### src/rtl/snoop_cache_node_if.sv
// snoop_cache_node_if: CPU request/response, shared-bus, snoop and flush signals of one cache node
interface snoop_cache_node_if #(
  parameter int ADDR_W = 8,
  parameter int DATA_W = 8
);
  logic              req_valid;
  logic              req_ready;
  logic              req_write;
  logic [ADDR_W-1:0] req_addr;
  logic [DATA_W-1:0] req_wdata;
  logic              rsp_valid;
  logic [DATA_W-1:0] rsp_rdata;
  logic              bus_req_valid;
  logic              bus_gnt;
  logic [1:0]        bus_cmd;
  logic [ADDR_W-1:0] bus_addr;
  logic [DATA_W-1:0] bus_data;
  logic [1:0]        bus_src;
  logic              bus_rsp_valid;
  logic [DATA_W-1:0] bus_rsp_data;
  logic              snoop_valid;
  logic [1:0]        snoop_cmd;
  logic [ADDR_W-1:0] snoop_addr;
  logic [1:0]        snoop_src;
  logic              flush_valid;
  logic [ADDR_W-1:0] flush_addr;
  logic [DATA_W-1:0] flush_data;
  modport master (
    input  req_valid, req_write, req_addr, req_wdata, bus_gnt, bus_rsp_valid, bus_rsp_data,
           snoop_valid, snoop_cmd, snoop_addr, snoop_src,
    output req_ready, rsp_valid, rsp_rdata, bus_req_valid, bus_cmd, bus_addr, bus_data, bus_src,
           flush_valid, flush_addr, flush_data
  );
  modport slave (
    output req_valid, req_write, req_addr, req_wdata, bus_gnt, bus_rsp_valid, bus_rsp_data,
           snoop_valid, snoop_cmd, snoop_addr, snoop_src,
    input  req_ready, rsp_valid, rsp_rdata, bus_req_valid, bus_cmd, bus_addr, bus_data, bus_src,
           flush_valid, flush_addr, flush_data
  );
endinterface

### src/rtl/snoop_cache_node.sv
// snoop_cache_node: direct-mapped MSI cache node serving one CPU and snooping a shared bus
module snoop_cache_node #(
  parameter int         ADDR_W  = 8,
  parameter int         DATA_W  = 8,
  parameter int         LINES   = 4,
  parameter logic [1:0] NODE_ID = 2'd0
) (
  input logic clock,
  input logic reset_n,
  snoop_cache_node_if.master io
);
  localparam int IDX_W = $clog2(LINES);
  localparam int TAG_W = ADDR_W - IDX_W;
  localparam logic [1:0] ST_I = 2'd0, ST_S = 2'd1, ST_M = 2'd2;
  localparam logic [1:0] C_WB = 2'd0, C_RM = 2'd1, C_WM = 2'd2, C_INV = 2'd3;
  typedef enum logic [2:0] {IDLE, LOOKUP, WB, MISS, INV, WAIT_RSP, DONE} state_e;
  state_e state_q, state_d;
  logic [1:0]        st_q   [LINES];
  logic [1:0]        st_d   [LINES];
  logic [TAG_W-1:0]  tag_q  [LINES];
  logic [TAG_W-1:0]  tag_d  [LINES];
  logic [DATA_W-1:0] data_q [LINES];
  logic [DATA_W-1:0] data_d [LINES];
  logic              wr_q;
  logic [ADDR_W-1:0] addr_q;
  logic [DATA_W-1:0] wdata_q;
  logic              flush_valid_q, flush_d;
  logic [ADDR_W-1:0] flush_addr_q;
  logic [DATA_W-1:0] flush_data_q;
  logic [IDX_W-1:0]  idx, sidx;
  logic [TAG_W-1:0]  tag, stag;
  logic [1:0]        sn_st;
  logic              hit, sn_hit, sn_chg, sn_here;
  always_comb begin
    idx     = addr_q[IDX_W-1:0];
    tag     = addr_q[ADDR_W-1:IDX_W];
    sidx    = io.snoop_addr[IDX_W-1:0];
    stag    = io.snoop_addr[ADDR_W-1:IDX_W];
    hit     = st_q[idx] != ST_I && tag_q[idx] == tag;
    sn_hit  = io.snoop_valid && io.snoop_src != NODE_ID && st_q[sidx] != ST_I && tag_q[sidx] == stag;
    flush_d = sn_hit && st_q[sidx] == ST_M && (io.snoop_cmd == C_RM || io.snoop_cmd == C_WM);
    sn_st   = (io.snoop_cmd == C_WM || (io.snoop_cmd == C_INV && st_q[sidx] == ST_S)) ? ST_I :
              flush_d ? ST_S : st_q[sidx];
    sn_chg  = sn_hit && sn_st != st_q[sidx];
    // a snoop altering the line we are working on preempts this cycle's decision
    sn_here = sn_chg && sidx == idx;
  end
  always_ff @(posedge clock or negedge reset_n) begin
    if (!reset_n) state_q <= IDLE;
    else state_q <= state_d;
  end
  always_comb begin
    state_d = state_q;
    case (state_q)
      IDLE:     state_d = io.req_valid ? LOOKUP : IDLE;
      LOOKUP:   state_d = sn_here ? LOOKUP :
                          hit ? ((!wr_q || st_q[idx] == ST_M) ? DONE : INV) :
                          (st_q[idx] == ST_M ? WB : MISS);
      WB:       state_d = io.bus_gnt ? MISS : WB;
      MISS:     state_d = io.bus_gnt ? WAIT_RSP : MISS;
      INV:      state_d = sn_here ? MISS : io.bus_gnt ? DONE : INV;
      WAIT_RSP: state_d = io.bus_rsp_valid ? DONE : WAIT_RSP;
      DONE:     state_d = IDLE;
      default:  state_d = IDLE;
    endcase
  end
  always_comb begin
    io.req_ready     = state_q == IDLE;
    io.rsp_valid     = state_q == DONE;
    io.rsp_rdata     = state_q == DONE ? data_q[idx] : '0;
    io.bus_req_valid = state_q inside {WB, MISS, INV};
    io.bus_cmd       = state_q == INV ? C_INV : state_q == MISS ? (wr_q ? C_WM : C_RM) : C_WB;
    io.bus_addr      = state_q == WB ? {tag_q[idx], idx} : state_q inside {MISS, INV} ? addr_q : '0;
    io.bus_data      = state_q == WB ? data_q[idx] : '0;
    io.bus_src       = NODE_ID;
    io.flush_valid   = flush_valid_q;
    io.flush_addr    = flush_addr_q;
    io.flush_data    = flush_data_q;
  end
  // snoop updates first; own-transaction updates on the same line take precedence after it
  always_comb begin
    st_d   = st_q;
    tag_d  = tag_q;
    data_d = data_q;
    if (sn_chg) st_d[sidx] = sn_st;
    if (state_q == LOOKUP && !sn_here && hit && wr_q && st_q[idx] == ST_M) data_d[idx] = wdata_q;
    if (state_q == WB && io.bus_gnt) st_d[idx] = ST_I;
    if (state_q == INV && !sn_here && io.bus_gnt) begin
      st_d[idx]   = ST_M;
      data_d[idx] = wdata_q;
    end
    if (state_q == WAIT_RSP && io.bus_rsp_valid) begin
      st_d[idx]   = wr_q ? ST_M : ST_S;
      tag_d[idx]  = tag;
      data_d[idx] = wr_q ? wdata_q : io.bus_rsp_data;
    end
  end
  always_ff @(posedge clock or negedge reset_n) begin
    if (!reset_n) begin
      for (int i = 0; i < LINES; i++) begin
        st_q[i]   <= ST_I;
        tag_q[i]  <= '0;
        data_q[i] <= '0;
      end
      wr_q          <= 1'b0;
      addr_q        <= '0;
      wdata_q       <= '0;
      flush_valid_q <= 1'b0;
      flush_addr_q  <= '0;
      flush_data_q  <= '0;
    end else begin
      st_q          <= st_d;
      tag_q         <= tag_d;
      data_q        <= data_d;
      flush_valid_q <= flush_d;
      flush_addr_q  <= flush_d ? io.snoop_addr : '0;
      flush_data_q  <= flush_d ? data_q[sidx] : '0;
      if (state_q == IDLE && io.req_valid) begin
        wr_q    <= io.req_write;
        addr_q  <= io.req_addr;
        wdata_q <= io.req_wdata;
      end
    end
  end
endmodule
### src/flat_wrapper.sv
// flat-port wrapper written by rule: the top's interface ports become plain ports
module snoop_cache_node_flat 
#(
  parameter int         ADDR_W  = 8,
  parameter int         DATA_W  = 8,
  parameter int         LINES   = 4,
  parameter logic [1:0] NODE_ID = 2'd0
)
  (clock, reset_n, io_req_valid, io_req_write, io_req_addr, io_req_wdata, io_bus_gnt, io_bus_rsp_valid, io_bus_rsp_data, io_snoop_valid, io_snoop_cmd, io_snoop_addr, io_snoop_src, io_req_ready, io_rsp_valid, io_rsp_rdata, io_bus_req_valid, io_bus_cmd, io_bus_addr, io_bus_data, io_bus_src, io_flush_valid, io_flush_addr, io_flush_data);
  snoop_cache_node_if #(.ADDR_W(ADDR_W), .DATA_W(DATA_W)) io_i ();
  input logic clock;
  input logic reset_n;
  input wire logic [$bits(io_i.req_valid)-1:0] io_req_valid;
  input wire logic [$bits(io_i.req_write)-1:0] io_req_write;
  input wire logic [$bits(io_i.req_addr)-1:0] io_req_addr;
  input wire logic [$bits(io_i.req_wdata)-1:0] io_req_wdata;
  input wire logic [$bits(io_i.bus_gnt)-1:0] io_bus_gnt;
  input wire logic [$bits(io_i.bus_rsp_valid)-1:0] io_bus_rsp_valid;
  input wire logic [$bits(io_i.bus_rsp_data)-1:0] io_bus_rsp_data;
  input wire logic [$bits(io_i.snoop_valid)-1:0] io_snoop_valid;
  input wire logic [$bits(io_i.snoop_cmd)-1:0] io_snoop_cmd;
  input wire logic [$bits(io_i.snoop_addr)-1:0] io_snoop_addr;
  input wire logic [$bits(io_i.snoop_src)-1:0] io_snoop_src;
  output wire logic [$bits(io_i.req_ready)-1:0] io_req_ready;
  output wire logic [$bits(io_i.rsp_valid)-1:0] io_rsp_valid;
  output wire logic [$bits(io_i.rsp_rdata)-1:0] io_rsp_rdata;
  output wire logic [$bits(io_i.bus_req_valid)-1:0] io_bus_req_valid;
  output wire logic [$bits(io_i.bus_cmd)-1:0] io_bus_cmd;
  output wire logic [$bits(io_i.bus_addr)-1:0] io_bus_addr;
  output wire logic [$bits(io_i.bus_data)-1:0] io_bus_data;
  output wire logic [$bits(io_i.bus_src)-1:0] io_bus_src;
  output wire logic [$bits(io_i.flush_valid)-1:0] io_flush_valid;
  output wire logic [$bits(io_i.flush_addr)-1:0] io_flush_addr;
  output wire logic [$bits(io_i.flush_data)-1:0] io_flush_data;
  assign io_i.req_valid = io_req_valid;
  assign io_i.req_write = io_req_write;
  assign io_i.req_addr = io_req_addr;
  assign io_i.req_wdata = io_req_wdata;
  assign io_i.bus_gnt = io_bus_gnt;
  assign io_i.bus_rsp_valid = io_bus_rsp_valid;
  assign io_i.bus_rsp_data = io_bus_rsp_data;
  assign io_i.snoop_valid = io_snoop_valid;
  assign io_i.snoop_cmd = io_snoop_cmd;
  assign io_i.snoop_addr = io_snoop_addr;
  assign io_i.snoop_src = io_snoop_src;
  assign io_req_ready = io_i.req_ready;
  assign io_rsp_valid = io_i.rsp_valid;
  assign io_rsp_rdata = io_i.rsp_rdata;
  assign io_bus_req_valid = io_i.bus_req_valid;
  assign io_bus_cmd = io_i.bus_cmd;
  assign io_bus_addr = io_i.bus_addr;
  assign io_bus_data = io_i.bus_data;
  assign io_bus_src = io_i.bus_src;
  assign io_flush_valid = io_i.flush_valid;
  assign io_flush_addr = io_i.flush_addr;
  assign io_flush_data = io_i.flush_data;
  snoop_cache_node #(.ADDR_W(ADDR_W), .DATA_W(DATA_W), .LINES(LINES), .NODE_ID(NODE_ID)) u_core (.clock(clock), .reset_n(reset_n), .io(io_i));
endmodule
### config.mk
export PLATFORM = sky130hd
export DESIGN_NAME = snoop_cache_node_flat
export DESIGN_NICKNAME = d
export VERILOG_FILES = /design/src/rtl/snoop_cache_node_if.sv /design/src/rtl/snoop_cache_node.sv /design/src/flat_wrapper.sv
export SDC_FILE = /design/constraint.sdc
export NUM_CORES = 1
export LEC_CHECK = 0
export ABC_CLOCK_PERIOD_IN_PS = 6900
export CAP_MARGIN = 20
export CORE_MARGIN = 5
export CORE_UTILIZATION = 65
export CTS_CLUSTER_DIAMETER = 40
export DETAILED_ROUTE_END_ITERATION = 7
export DONT_BUFFER_PORTS = 1
export GPL_ROUTABILITY_DRIVEN = 0
export PLACE_DENSITY_LB_ADDON = 0.08
export SETUP_SLACK_MARGIN = 0.5
export SYNTH_ARGS = -nofsm -noshare
export SYNTH_HDL_FRONTEND = slang
export SYNTH_SLANG_ARGS = --single-unit
### constraint.sdc
create_clock -name clock -period 6.9 [get_ports clock]
set_input_delay 2.07 -clock clock [delete_from_list [all_inputs] [get_ports clock]]
set_output_delay 2.07 -clock clock [all_outputs]
set_load 0.01 [all_outputs]
==> results.md <==
* Status: completed
* RSZ-0062 raised after global routing: false
* Resized Gates After CTS at 0
* TritonCTS clock tree: yes
* Switching power total at 0.000987 W
* Number of unique standard cell types used by synthesis at 54
* Total overflow reported by the global router at 0
* Std-Cell Rows at 34
* Number of ports placed on the die boundary at 91
* Endpoints failing hold at 0
* TritonRoute pass-1 iters at 8
* Number of remaining DRC errors at 0
* Part of the power in registers at 43.1%
* Kind of capture point of the worst setup path: output port
* Die Wd at 103 µm
* Crit path DAT at 2.21 ns
* Clock latency reported for the late side of the worst-skew pair at 0.37 ns
* Finish-stage setup viols at 0
* Actual slew at the worst max-slew pin at 0.980 ns
* Achievable Freq at 234 MHz
* Diode count at 0
* Vias/cell at 6.82
* Number of hold-repair buffers added at the cts stage at 0
* GRT Resource Usage Total at 26.2%
* Worst setup path class: flip-flop to output port
* Per-instance average area after synthesis at 12.0 µm²
* Maximum vdd ir drop at 405 µV
* CTS H-tree lvls at 3
* Gate count of the mapped netlist at 472
* R2R setup slack at 3.60 ns
* Wire length of the first global-routing pass at 21.3 mm
* Number of buffers inserted by port buffering at 0
* Total number of nets in the final design at 489
* Worst relative slew slack at 34.7%
* Area Growth Syn to Fin at 2.25%
* Total clock sinks at 101
* Register bit total from synthesis at 101
* Flip-flop cell with the highest count after synthesis: sky130_fd_sc_hd__dfrtp_1
* Wire length per cell after detailed routing at 23.6 µm
* Required time of the worst setup path at 4.83 ns
* Worst-case clock skew at 0.00794 ns
* Clock period minus final worst setup slack at 4.28 ns
* Leakage Power at 2.43 nW
* Max-cap violations at 0
* Number of buffers added by the clock tree synthesis step at 9
* Vias in the first global route at 3891
* Clk root buf: sky130_fd_sc_hd__clkbuf_8
* HPWL reported at the end of detailed placement at 8.97 mm
* Overall routed net length at 13.1 mm
* Initial Util at 65.9%
* Antenna viol nets, final at 0
* Sw frac at 39.6%
* Number of setup buffers added after CTS at 0
* Cell Area, Synth at 5670 µm²
* Min-delay worst type: flip-flop to flip-flop
* Total vias in the final route at 3793
* Int Power at 0.00151 W
* Max Slew Vio Count at 0
* Number of flops mapped to enable cells by yosys at 0
* Portion of total power attributed to the clock network at 14.0%
* Sequential-to-total area share from yosys stat at 44.6%
* Fraction of layout cells with a size suffix above 1 at 23.4%
* Die area at 10700 µm²
* Number of placed instances, taps included at 541
* Largest net degree at the start of global routing at 102
* DRT iter0 DRCs at 252
* Part of the total power dissipated in combinational logic at 42.9%
* Post-route setup TNS at 0 ns
* Yosys synthesis warning count at 0
* Crit path max fanout at 10
* Post-route fraction of the period consumed by the critical path at 62.0%
* Placeable Area at 8590 µm²
* PD cells at 430 nW/µm²
* Initial antenna violation count at 0
* Async set-or-reset flop fraction in the synthesized netlist at 100%
* Startpoint Class: flip-flop
* Final std cells w/o fill at 556
* Die height at 103 µm
* Clock-pin slew on the worst setup and hold paths at 0.10 ns
* Number of filler instances in the final layout at 654
* Clock Tree Buf Depth at 2
cells by family (layout without fill, tap and decap cells):
logic type / after synthesis / in the layout / share of synthesized area, %
adder cells (fa/ha/maj): 2 / 2 / 0.442
AO/OA/AOI/OAI: 101 / 101 / 14.1
buffers and inverters: 48 / 23 / 3.97
flip-flops: 101 / 101 / 44.6
XOR/XNOR: 14 / 14 / 2.16
multiplexers: 91 / 91 / 23.7
AND/OR/NAND/NOR: 114 / 114 / 11.0
other: 1 / 2 / 0.0662
layer usage:
layer  global-route usage [%]  vias to the layer above  part of all wire, %
li1                         -                     1686                    -
met1                     39.2                     1892                   44
met5                        0                        -                    0
met4                     5.38                        0                  1.0
met3                     7.58                       13                   10
met2                     38.6                      202                   45
synthesized netlist by cell type (2+ instances only):
master	n	area (µm²)
sky130_fd_sc_hd__a21o_1	2	15.0
sky130_fd_sc_hd__a21oi_1	10	50.1
sky130_fd_sc_hd__a21oi_2	8	70.1
sky130_fd_sc_hd__a22oi_1	11	82.6
sky130_fd_sc_hd__a31oi_1	2	12.5
sky130_fd_sc_hd__and2_1	12	75.1
sky130_fd_sc_hd__and3_1	18	113
sky130_fd_sc_hd__buf_1	4	15.0
sky130_fd_sc_hd__buf_2	2	10.0
sky130_fd_sc_hd__buf_4	3	22.5
sky130_fd_sc_hd__buf_6	4	45.0
sky130_fd_sc_hd__clkbuf_1	29	109
sky130_fd_sc_hd__dfrtp_1	101	2530
sky130_fd_sc_hd__ha_1	2	25.0
sky130_fd_sc_hd__inv_1	5	18.8
sky130_fd_sc_hd__mux2_2	43	484
sky130_fd_sc_hd__mux2i_1	18	180
sky130_fd_sc_hd__mux4_2	29	653
sky130_fd_sc_hd__nand2_1	15	56.3
sky130_fd_sc_hd__nand2b_1	6	37.5
sky130_fd_sc_hd__nand3_1	7	35.0
sky130_fd_sc_hd__nand3b_1	2	15.0
sky130_fd_sc_hd__nand4b_1	2	17.5
sky130_fd_sc_hd__nor2_1	26	97.6
sky130_fd_sc_hd__nor2b_1	15	93.8
sky130_fd_sc_hd__nor3_1	3	15.0
sky130_fd_sc_hd__o2111ai_1	2	17.5
sky130_fd_sc_hd__o21a_1	3	22.5
sky130_fd_sc_hd__o21ai_0	13	65.1
sky130_fd_sc_hd__o21bai_2	2	22.5
sky130_fd_sc_hd__o22a_1	2	17.5
sky130_fd_sc_hd__o22ai_1	3	18.8
sky130_fd_sc_hd__o2bb2ai_1	34	298
sky130_fd_sc_hd__or3_1	2	12.5
sky130_fd_sc_hd__xnor2_1	12	105
sky130_fd_sc_hd__xor2_1	2	17.5
registers in the layout, indices dropped and copies added, names as in the netlist:
name                   cells
u_core.addr_q              8
u_core.io.flush_valid      1
u_core.st_q                8
u_core.tag_q              24
u_core.wr_q                1
u_core.state_q             3
u_core.io.flush_addr       8
u_core.io.flush_data       8
u_core.wdata_q             8
u_core.data_q             32
power groups by stage:
stage	Sequential (W)	Clock [W]	Combinational (W)
floorplan	0.000933	0	0.000991
global placement	0.00106	0	0.00104
detailed placement	0.00107	0	0.00107
CTS	0.00106	0.000354	0.00107
global route	0.00111	0.000382	0.00117
finish	0.00107	0.000349	0.00107
worst max-delay path, cell delays in order, from the launching register on:
cell and delay (ns):
sky130_fd_sc_hd__dfrtp_1 0.52, sky130_fd_sc_hd__nor2b_1 0.61, sky130_fd_sc_hd__and2_1 0.43, sky130_fd_sc_hd__nand2_1 0.10
sky130_fd_sc_hd__o21ai_0 0.18
final timing paths:
| check | from | end | cells past startpoint |
|---|---|---|---|
| max in group asynchronous | reset_n | u_core.st_q[0]$_DFF_PN0_ | 0 |
| worst min register to register | u_core.data_q[23]$_DFF_PN0_ | u_core.data_q[23]$_DFF_PN0_ | 1 |
| worst max register to register | u_core.addr_q[0]$_DFFE_PN0P_ | u_core.data_q[6]$_DFF_PN0_ | 8 |
| worst min-delay path | u_core.data_q[23]$_DFF_PN0_ | u_core.data_q[23]$_DFF_PN0_ | 1 |
| min in group asynchronous | reset_n | u_core.io.flush_valid$_DFF_PN0_ | 0 |
| worst max-delay path | u_core.state_q[1]$_DFF_PN0_ | io_bus_addr[3] | 4 |
layout make-up:
| type | instances | area (µm²) | share of cell area (%) |
|---|---|---|---|
| Tap cell | 108 | 135 | 2.33 |
| Timing Repair Buffer | 3 | 22.5 | 0.389 |
| Sequential cell | 101 | 2530 | 43.6 |
| Multi-Input combinational cell | 324 | 2920 | 50.4 |
| Inverter | 5 | 18.8 | 0.324 |
| Clock inverter | 5 | 45.0 | 0.777 |
| Clock buffer | 10 | 128 | 2.20 |
per-stage QoR:
stage	area, µm²	util (%)	total power (W)	hold slack (ns)	setup slack, ns
finish	5790	67.4	0.00249	0.520	2.62
global route	5790	67.4	0.00265	0.531	2.50
CTS	5790	67.4	0.00249	0.516	2.66
detailed placement	5620	65.4	0.00214	0.490	2.41
global placement	5620	65.4	0.00210	0.483	2.49
floorplan	5670	-	0.00192	0.467	2.71
cells in the final DEF, fill, tap and decap left out, types with 3 or more instances in the layout:
| cell type | count |
|---|---|
| sky130_fd_sc_hd__a21oi_1 | 10 |
| sky130_fd_sc_hd__o22ai_1 | 3 |
| sky130_fd_sc_hd__mux2i_1 | 18 |
| sky130_fd_sc_hd__nor3_1 | 3 |
| sky130_fd_sc_hd__mux2_2 | 43 |
| sky130_fd_sc_hd__o2bb2ai_1 | 34 |
| sky130_fd_sc_hd__and2_1 | 12 |
| sky130_fd_sc_hd__mux4_2 | 29 |
| sky130_fd_sc_hd__inv_1 | 5 |
| sky130_fd_sc_hd__and3_1 | 18 |
| sky130_fd_sc_hd__a21oi_2 | 8 |
| sky130_fd_sc_hd__nor2_1 | 26 |
| sky130_fd_sc_hd__nand3_1 | 7 |
| sky130_fd_sc_hd__xnor2_1 | 12 |
| sky130_fd_sc_hd__dfrtp_1 | 101 |
| sky130_fd_sc_hd__o21a_1 | 3 |
| sky130_fd_sc_hd__nand2b_1 | 6 |
| sky130_fd_sc_hd__clkbuf_8 | 9 |
| sky130_fd_sc_hd__a22oi_1 | 11 |
| sky130_fd_sc_hd__buf_4 | 3 |
| sky130_fd_sc_hd__nor2b_1 | 15 |
| sky130_fd_sc_hd__o21ai_0 | 13 |
| sky130_fd_sc_hd__nand2_1 | 15 |
No activity file was read; power rests on OpenSTA's default activity.
